==> src/rtl/traffic_light_fsm_pkg.sv <==
// Shared definitions for the two-road traffic-light controller:
// state encodings, lamp bit positions and the duration-counter width.
package traffic_light_fsm_pkg;

    localparam int CNT_W = 8;

    localparam int RED = 2;
    localparam int YEL = 1;
    localparam int GRN = 0;

    typedef enum logic [2:0] {
        NS_GREEN  = 3'd0,
        NS_YELLOW = 3'd1,
        ALLRED_A  = 3'd2,
        EW_GREEN  = 3'd3,
        EW_YELLOW = 3'd4,
        ALLRED_B  = 3'd5,
        PED_WALK  = 3'd6
    } state_t;

    // One-hot {red,yellow,green} for a road whose green/yellow states are given.
    function automatic logic [2:0] road_lights(input state_t s,
                                               input state_t grn_st,
                                               input state_t yel_st);
        logic [2:0] l;
        l = '0;
        if (s == grn_st)
            l[GRN] = 1'b1;
        else if (s == yel_st)
            l[YEL] = 1'b1;
        else
            l[RED] = 1'b1;
        return l;
    endfunction

endpackage

==> src/rtl/traffic_light_fsm_if.sv <==
// Board-side signal bundle of the traffic-light controller: divider and
// button inputs, lamp and status outputs.
interface traffic_light_fsm_if;

    logic       slow_clk;
    logic       ped_btn_n;
    logic [2:0] ns_lights;
    logic [2:0] ew_lights;
    logic       walk;
    logic       ped_pending;
    logic [2:0] state_dbg;

    modport master (
        output slow_clk, ped_btn_n,
        input  ns_lights, ew_lights, walk, ped_pending, state_dbg
    );

    modport slave (
        input  slow_clk, ped_btn_n,
        output ns_lights, ew_lights, walk, ped_pending, state_dbg
    );

endinterface

==> src/rtl/traffic_light_fsm_sync_edge_detect.sv <==
// Two-flop synchronizer followed by an edge register; flags single-cycle
// rising and falling edges of an asynchronous input.
module sync_edge_detect #(
    parameter logic RESET_VAL = 1'b0
) (
    input  logic clk,
    input  logic rst,
    input  logic d,
    output logic rise,
    output logic fall
);

    logic s1, s2, prev;

    always_ff @(posedge clk) begin
        if (rst) begin
            s1   <= RESET_VAL;
            s2   <= RESET_VAL;
            prev <= RESET_VAL;
        end else begin
            s1   <= d;
            s2   <= s1;
            prev <= s2;
        end
    end

    assign rise = s2 & ~prev;
    assign fall = ~s2 & prev;

endmodule

==> src/rtl/traffic_light_fsm.sv <==
// Two-road traffic-light controller with pedestrian request, timed by ticks
// derived from the 10 Hz divider output sampled on the board clock.
module traffic_light_fsm
    import traffic_light_fsm_pkg::*;
#(
    parameter int GREEN_TICKS  = 50,
    parameter int SHORT_TICKS  = 10,
    parameter int YELLOW_TICKS = 20,
    parameter int ALLRED_TICKS = 10,
    parameter int WALK_TICKS   = 40
) (
    input logic                clkin,
    input logic                rst,
    traffic_light_fsm_if.slave tl
);

    localparam logic [CNT_W-1:0] GREEN_LD  = CNT_W'(GREEN_TICKS - 1);
    localparam logic [CNT_W-1:0] SHORT_LD  = CNT_W'(SHORT_TICKS - 1);
    localparam logic [CNT_W-1:0] YELLOW_LD = CNT_W'(YELLOW_TICKS - 1);
    localparam logic [CNT_W-1:0] ALLRED_LD = CNT_W'(ALLRED_TICKS - 1);
    localparam logic [CNT_W-1:0] WALK_LD   = CNT_W'(WALK_TICKS - 1);

    logic tick, press;
    logic slow_fall_unused, btn_rise_unused;

    sync_edge_detect #(.RESET_VAL(1'b0)) u_slow_sync (
        .clk  (clkin),
        .rst  (rst),
        .d    (tl.slow_clk),
        .rise (tick),
        .fall (slow_fall_unused)
    );

    sync_edge_detect #(.RESET_VAL(1'b1)) u_btn_sync (
        .clk  (clkin),
        .rst  (rst),
        .d    (tl.ped_btn_n),
        .rise (btn_rise_unused),
        .fall (press)
    );

    state_t           state, state_n, succ;
    logic [CNT_W-1:0] cnt, cnt_n;
    logic             pend_q, pend_n;
    logic             legal;

    function automatic logic [CNT_W-1:0] load_for(input state_t s);
        logic [CNT_W-1:0] v;
        case (s)
            NS_GREEN, EW_GREEN:   v = GREEN_LD;
            NS_YELLOW, EW_YELLOW: v = YELLOW_LD;
            ALLRED_A, ALLRED_B:   v = ALLRED_LD;
            PED_WALK:             v = WALK_LD;
            default:              v = GREEN_LD;
        endcase
        return v;
    endfunction

    always_ff @(posedge clkin) begin
        if (rst) begin
            state  <= NS_GREEN;
            cnt    <= GREEN_LD;
            pend_q <= 1'b0;
        end else begin
            state  <= state_n;
            cnt    <= cnt_n;
            pend_q <= pend_n;
        end
    end

    always_comb begin
        succ  = NS_GREEN;
        legal = 1'b1;
        case (state)
            NS_GREEN:  succ = NS_YELLOW;
            NS_YELLOW: succ = ALLRED_A;
            ALLRED_A:  succ = EW_GREEN;
            EW_GREEN:  succ = EW_YELLOW;
            EW_YELLOW: succ = ALLRED_B;
            ALLRED_B:  succ = pend_q ? PED_WALK : NS_GREEN;
            PED_WALK:  succ = NS_GREEN;
            default:   legal = 1'b0;
        endcase
    end

    always_comb begin
        state_n = state;
        cnt_n   = cnt;
        pend_n  = pend_q | press;
        if (!legal) begin
            state_n = NS_GREEN;
            cnt_n   = GREEN_LD;
        end else if (tick) begin
            if (cnt == '0) begin
                state_n = succ;
                cnt_n   = load_for(succ);
            end else if ((state == NS_GREEN || state == EW_GREEN) &&
                         pend_q && (cnt > SHORT_LD)) begin
                cnt_n = SHORT_LD;
            end else begin
                cnt_n = cnt - 1'b1;
            end
        end
        // Entering the walk phase serves the request; a press on that very
        // cycle survives the clear and is served on the next round.
        if (state_n == PED_WALK && state != PED_WALK)
            pend_n = press;
    end

    always_ff @(posedge clkin) begin
        if (rst) begin
            tl.ns_lights <= road_lights(NS_GREEN, NS_GREEN, NS_YELLOW);
            tl.ew_lights <= road_lights(NS_GREEN, EW_GREEN, EW_YELLOW);
            tl.walk      <= 1'b0;
        end else begin
            tl.ns_lights <= road_lights(state, NS_GREEN, NS_YELLOW);
            tl.ew_lights <= road_lights(state, EW_GREEN, EW_YELLOW);
            tl.walk      <= (state == PED_WALK);
        end
    end

    assign tl.ped_pending = pend_q;
    assign tl.state_dbg   = state;

endmodule

==> src/flat_wrapper.sv <==
// flat-port wrapper written by rule: the top's interface ports become plain ports
module traffic_light_fsm_flat import traffic_light_fsm_pkg::*;
#(
    parameter int GREEN_TICKS  = 50,
    parameter int SHORT_TICKS  = 10,
    parameter int YELLOW_TICKS = 20,
    parameter int ALLRED_TICKS = 10,
    parameter int WALK_TICKS   = 40
)
  (clkin, rst, tl_slow_clk, tl_ped_btn_n, tl_ns_lights, tl_ew_lights, tl_walk, tl_ped_pending, tl_state_dbg);
  traffic_light_fsm_if tl_i ();
  input logic clkin;
  input logic rst;
  input wire logic [$bits(tl_i.slow_clk)-1:0] tl_slow_clk;
  input wire logic [$bits(tl_i.ped_btn_n)-1:0] tl_ped_btn_n;
  output wire logic [$bits(tl_i.ns_lights)-1:0] tl_ns_lights;
  output wire logic [$bits(tl_i.ew_lights)-1:0] tl_ew_lights;
  output wire logic [$bits(tl_i.walk)-1:0] tl_walk;
  output wire logic [$bits(tl_i.ped_pending)-1:0] tl_ped_pending;
  output wire logic [$bits(tl_i.state_dbg)-1:0] tl_state_dbg;
  assign tl_i.slow_clk = tl_slow_clk;
  assign tl_i.ped_btn_n = tl_ped_btn_n;
  assign tl_ns_lights = tl_i.ns_lights;
  assign tl_ew_lights = tl_i.ew_lights;
  assign tl_walk = tl_i.walk;
  assign tl_ped_pending = tl_i.ped_pending;
  assign tl_state_dbg = tl_i.state_dbg;
  traffic_light_fsm #(.GREEN_TICKS(GREEN_TICKS), .SHORT_TICKS(SHORT_TICKS), .YELLOW_TICKS(YELLOW_TICKS), .ALLRED_TICKS(ALLRED_TICKS), .WALK_TICKS(WALK_TICKS)) u_core (.clkin(clkin), .rst(rst), .tl(tl_i));
endmodule
==> config.mk <==
export PLATFORM = sky130hd
export DESIGN_NAME = traffic_light_fsm_flat
export DESIGN_NICKNAME = d
export VERILOG_FILES = /design/src/rtl/traffic_light_fsm_pkg.sv /design/src/rtl/traffic_light_fsm_if.sv /design/src/rtl/traffic_light_fsm_sync_edge_detect.sv /design/src/rtl/traffic_light_fsm.sv /design/src/flat_wrapper.sv
export SDC_FILE = /design/constraint.sdc
export NUM_CORES = 1
export LEC_CHECK = 0
export BUFFER_PORTS_ARGS = -buffer_cell sky130_fd_sc_hd__buf_2
export CORE_MARGIN = 2
export CORE_UTILIZATION = 36
export CTS_BUF_LIST = sky130_fd_sc_hd__clkbuf_4
export DETAILED_ROUTE_END_ITERATION = 10
export GPL_TIMING_DRIVEN = 0
export MAX_ROUTING_LAYER = met4
export PLACE_DENSITY = 0.64
export SYNTH_ARGS = -nofsm -noshare
export SYNTH_HDL_FRONTEND = slang
export SYNTH_HIERARCHICAL = 1
export SYNTH_SLANG_ARGS = --single-unit
export TNS_END_PERCENT = 50
==> constraint.sdc <==
create_clock -name clkin -period 2.1 [get_ports clkin]
set_clock_uncertainty 0.15 [all_clocks]
set_input_delay 0.315 -clock clkin [delete_from_list [all_inputs] [get_ports clkin]]
set_output_delay 0.315 -clock clkin [all_outputs]
set_load 0.01 [all_outputs]
After elaboration in Yosys (flattened, before gate mapping)
Index checks and enable logic that the tools add are counted.

Reduce and logical (&&, ||, !) cells: 12. Equal/unequal tests: 13. Bitwise operators: 6. Muxes and demuxes: 17. Order comparisons: 1. Add/sub/neg operators: 1.

Operator list (count): == test 3 bit, second input constant (7); case mux 3 bit (6 select lines) (1); case mux 6 bit (3 select lines) (1); 2-to-1 mux 8 bit (2); 2-to-1 mux 3 bit (4); OR reduction 2 bit (5); == test 3 x 2 -> 1 bit, second input constant (3); greater-than comparator 8 x 4 -> 1 bit, second input constant (1); zero test 8 bit (1); 2-to-1 mux 1 bit (8); subtractor 8 x 1 -> 8 bit, second input constant (1); OR reduction 7 bit (1); == test 3 x 1 -> 1 bit, second input constant (2); logical AND 1 bit (3); zero test 3 bit (1); != test 3 bit, second input constant (1); NOT 1 bit (3); AND 1 bit (2); 2-to-1 mux 2 bit (1); logical OR 1 bit (1); OR 1 bit (1).

Input port bits: 4. Output and inout port bits: 11. Register bits after elaboration: 25. Word-level logic and storage cells: 64.

Depth between registers and ports, before layout
Depth in word-level cells: 8. Depth in mapped cells: 6. Depth with buffers taken out: 6.

Hierarchy
The synthesis kept the hierarchy.

Modules (own cells, without submodules): traffic_light_fsm (instances 1, cells an instance 123, area each 1094.8 µm², seq. area each 380.4 µm²); sync_edge_detect at u_core.u_btn_sync (instances 1, cells an instance 8, area each 92.6 µm², seq. area each 60.1 µm²); sync_edge_detect at u_core.u_slow_sync (instances 1, cells an instance 8, area each 91.3 µm², seq. area each 60.1 µm²).

Worst setup path before layout
No wires, ideal clock.

Path type: register to register. From: register u_core.cnt[0]. To: register u_core.state[1], in the netlist u_core/tl.state_dbg[1]. Path buffers: 0. Arrival time: 1502 ps. Setup slack: 369 ps. Data required time: 1871 ps. Period minus slack after synthesis: 1731 ps. Stages on the path, launching flop included: 7. Library setup time: 79 ps. Cell sequence: dfxtp_1 inv_1 ha_1 nor3b_4 and3_4 maj3_2 a211oi_2.

Longest elaborated chain between the ends: 4.

Ends and longest elaborated chain: start, declared (line traffic_light_fsm.sv:43) `logic [CNT_W-1:0] cnt, cnt_n;`; start signal, assigned (line traffic_light_fsm.sv:66) `cnt <= cnt_n;`; zero test 8 bit (line traffic_light_fsm.sv:94) `if (cnt == '0) begin`; 2-to-1 mux 3 bit (line traffic_light_fsm.sv:94); 2-to-1 mux 3 bit (line traffic_light_fsm.sv:93) `end else if (tick) begin`; 2-to-1 mux 3 bit (line traffic_light_fsm.sv:90) `if (!legal) begin`; end signal, assigned (line traffic_light_fsm.sv:65) `state <= state_n;`; end, declared (line traffic_light_fsm.sv:42) `state_t state, state_n, succ;`.

Every way passes these cells. A chain may end at the register's enable or synchronous reset.

Final worst setup path
From: register u_core.cnt[0]. To: register u_core.cnt[2].

Longest elaborated chain between the ends: 4. Elaborated cells between the ends (all ways): 6. Classes of those cells: add/sub: 1; order compare: 1; mux: 2; reduce/logical: 2.

Ends and longest elaborated chain: greater-than comparator 8 x 4 -> 1 bit (line traffic_light_fsm.sv:98) `pend_q && (cnt > SHORT_LD)) begin`; logical AND 1 bit (line traffic_light_fsm.sv:98); 2-to-1 mux 8 bit (line traffic_light_fsm.sv:97) `end else if ((state == NS_GREEN || state == EW_GREEN) &&`; 2-to-1 mux 8 bit * (line traffic_light_fsm.sv:94).

Mark *: on every way between the ends. The rest lies on a longest branch, timed or not.

==> run summary <==
In this run the tightest slew margin relative to its limit is 53.7%. STA classifies the critical path endpoint as a register. Average routed wire per standard cell: 12.7 um.

The logs give 1,026 for the total via count in the routed design and 1 for the deepest level of the CTS H-tree. For flop-to-flop paths, the worst setup slack is 0.17 ns. The initialized floorplan defines 21 standard-cell rows. The area added between synthesis and finish is 13.4%. The logs give 143 for the net count of the mapped netlist and 352 for the number of inserted filler cells in the final layout.

TritonCTS built the clock tree. Setup repair after global routing left no endpoint under its margin. For this design the ratio of total power to cell area is 578 nW/um^2. The largest vdd supply drop is 0.000456 V, and the number of CTS-inserted buffers is 3. In this run the static leakage power is 0.544 nW.

Counting along the longest clock path gives a buffer depth of 2. The accumulated negative setup slack was 0 ns. Using the TritonRoute via totals, the vias-per-cell ratio works out to 5.08. The via count of the first global-routing pass is 998, and the full die area is 4010 sq um. Path class of the lowest-slack min-delay path: in -> reg. After legalization and detailed placement, the total HPWL measured 1790 um. The run gives 831 uW as the total power draw. Clock root buffer: sky130_fd_sc_hd__clkbuf_4. Horizontal die dimension: 63.3 um. The flow ran to the end, and the final reports show no timing, DRC or antenna violations. The summed instance area of the synthesized netlist is 1270 sq um, and the peak fanout along the critical path is 10. After global routing the overflow that remains totals 0. For this block, the initial DRC count from the detailed router was 40.

The pre-antenna-repair detailed-routing pass consisted of 4 iterations. The total number of yosys warnings was 6; the number of nets still failing antenna checks after routing was 0. The total count of hold-check failures in the final report is 0, and the height of the die is 63.3 um. Timing would allow up to 0.519 GHz.

The share of the clock period used by the worst path after layout was 91.8%. The tool flagged a number of max-cap violations equal to 0. Once the floorplan was initialized, standard cells occupied 37.6% of the core. The type of the worst setup path was reg -> reg. Subtracting the final worst setup slack from the clock period gives 1.93 ns. The run gives 0 as the final-report max-slew violation count. The clock latency reported for the late side of the worst-skew pair came out at 0.33 ns. The total of buffers placed on input and output ports is 14, and the number of inserted diodes is 0. Clock-pin slew was measured on the worst setup and hold paths at 0.14 ns. The clock net in this run drives a total of 25 sinks. Pin placement for this block handled 15 I/O pins. The initial antenna violation count was 0; the required arrival time at the worst endpoint was 2.22 ns. Entering global routing, the biggest net connects 17 pins. The post-route netlist has 22.4% of its cells at a drive strength greater than 1.

Data on the critical path arrives at its endpoint at 2.05 ns. Once layout is complete, the utilization of the core stands at 42.7%. The per-instance average area after synthesis came out at 9.24 sq um. The net count of the finished layout is 163. Hold is met by 0.0364 ns. Startpoint class of the critical path: a register. The overall routing resource usage was 14.0%.

The routed design has 2560 um of wire. Setup violations remaining at the end of the flow were counted as 0. The congestion estimate from routability-driven global placement came to 0.902. The core region is 3360 sq um. In the routed design, unresolved DRC markers number 0. The global-route wire length before repair is 4460 um. For the number of standard cells after synthesis, the log shows 137. At the pin with the least slew margin, the transition time is 0.691 ns.
[cell type report]
cell class                      instances  area (sq um)  share of cell area (%)
Sequential cell                        25           500                    34.8
Multi-Input combinational cell        100           718                    50.0
Timing Repair Buffer                   15          80.1                    5.57
Clock buffer                            3          22.5                    1.57
Buffer                                  6          26.3                    1.83
Clock inverter                          1          8.76                   0.610
Tap cell                               46          57.6                    4.01
Inverter                                6          22.5                    1.57
[layout by cell type, fill, tap and decap left out, types with 3 or more instances in the layout]
cell type	count
sky130_fd_sc_hd__or2_1	3
sky130_fd_sc_hd__clkbuf_1	3
sky130_fd_sc_hd__xnor2_1	4
sky130_fd_sc_hd__o21ai_0	4
sky130_fd_sc_hd__nand3_1	6
sky130_fd_sc_hd__buf_2	16
sky130_fd_sc_hd__a211oi_2	3
sky130_fd_sc_hd__a21oi_1	7
sky130_fd_sc_hd__dfxtp_1	25
sky130_fd_sc_hd__nor3_1	4
sky130_fd_sc_hd__clkbuf_4	3
sky130_fd_sc_hd__nor2_1	9
sky130_fd_sc_hd__inv_1	6
sky130_fd_sc_hd__nand2_1	7
sky130_fd_sc_hd__nor2b_1	6
[critical path, stage by stage (launching register included)]
cell,delay (ns)
sky130_fd_sc_hd__dfxtp_1,0.38
sky130_fd_sc_hd__inv_1,0.07
sky130_fd_sc_hd__ha_1,0.18
sky130_fd_sc_hd__nor3b_4,0.42
sky130_fd_sc_hd__nand3_2,0.18
sky130_fd_sc_hd__or3_1,0.43
sky130_fd_sc_hd__o21ai_2,0.07
[metal layers]
metal	track usage (%)	up-vias	routed length, um
met5	-	-	0
met4	2.45	0	17
met3	3.21	2	64
met2	22.5	10	1180
met1	18.3	480	1310
li1	-	534	-
[registers in the layout, indices dropped and copies added, names as in the netlist]
signal and cells:
u_core/tl.state_dbg 3, u_core/tl.ns_lights 3, u_core/u_btn_sync/prev 1, u_core/u_btn_sync/s1 1, u_core/tl.walk 1, u_core/tl.ped_pending 1
u_core/tl.ew_lights 3, u_core/u_slow_sync/s2 1, u_core/u_slow_sync/prev 1, u_core/cnt 8, u_core/u_slow_sync/s1 1, u_core/u_btn_sync/s2 1
[power breakdown]
part / internal, mW / switching (mW)
clock: 0.0776 / 0.154
sequential: 0.490 / 0.0106
combinational: 0.0415 / 0.0568
[metrics by stage]
step | area (sq um) | cells | worst slack, ns
final | 1440 | 202 | 0.172
after global routing | 1440 | 202 | 0.0343
after CTS | 1440 | 202 | 0.148
after detailed placement | 1390 | 197 | 0.223
after global placement | 1390 | 197 | 0.249
after floorplan | 1270 | 137 | 0.369
[path summary, 6_finish.rpt]
check / startpoint / endpoint / cells after the start
min reg2reg: u_core/u_btn_sync/s1$_SDFF_PP1_ / u_core/u_btn_sync/s2$_SDFF_PP1_ / 1
min: tl_slow_clk / u_core/u_slow_sync/s1$_SDFF_PP0_ / 2
max: u_core/cnt[0]$_SDFFE_PP1P_ / u_core/cnt[2]$_SDFFE_PP0P_ / 6
max reg2reg: u_core/cnt[0]$_SDFFE_PP1P_ / u_core/cnt[2]$_SDFFE_PP0P_ / 6
[repair_timing]
action	CTS	global route
setup endpoints to repair	0	1
endpoints found under the hold margin	1	0
hold buffers	1	0
gates resized for setup	0	2
buffers inserted	0	0
No activity file was read; power rests on OpenSTA's default activity.
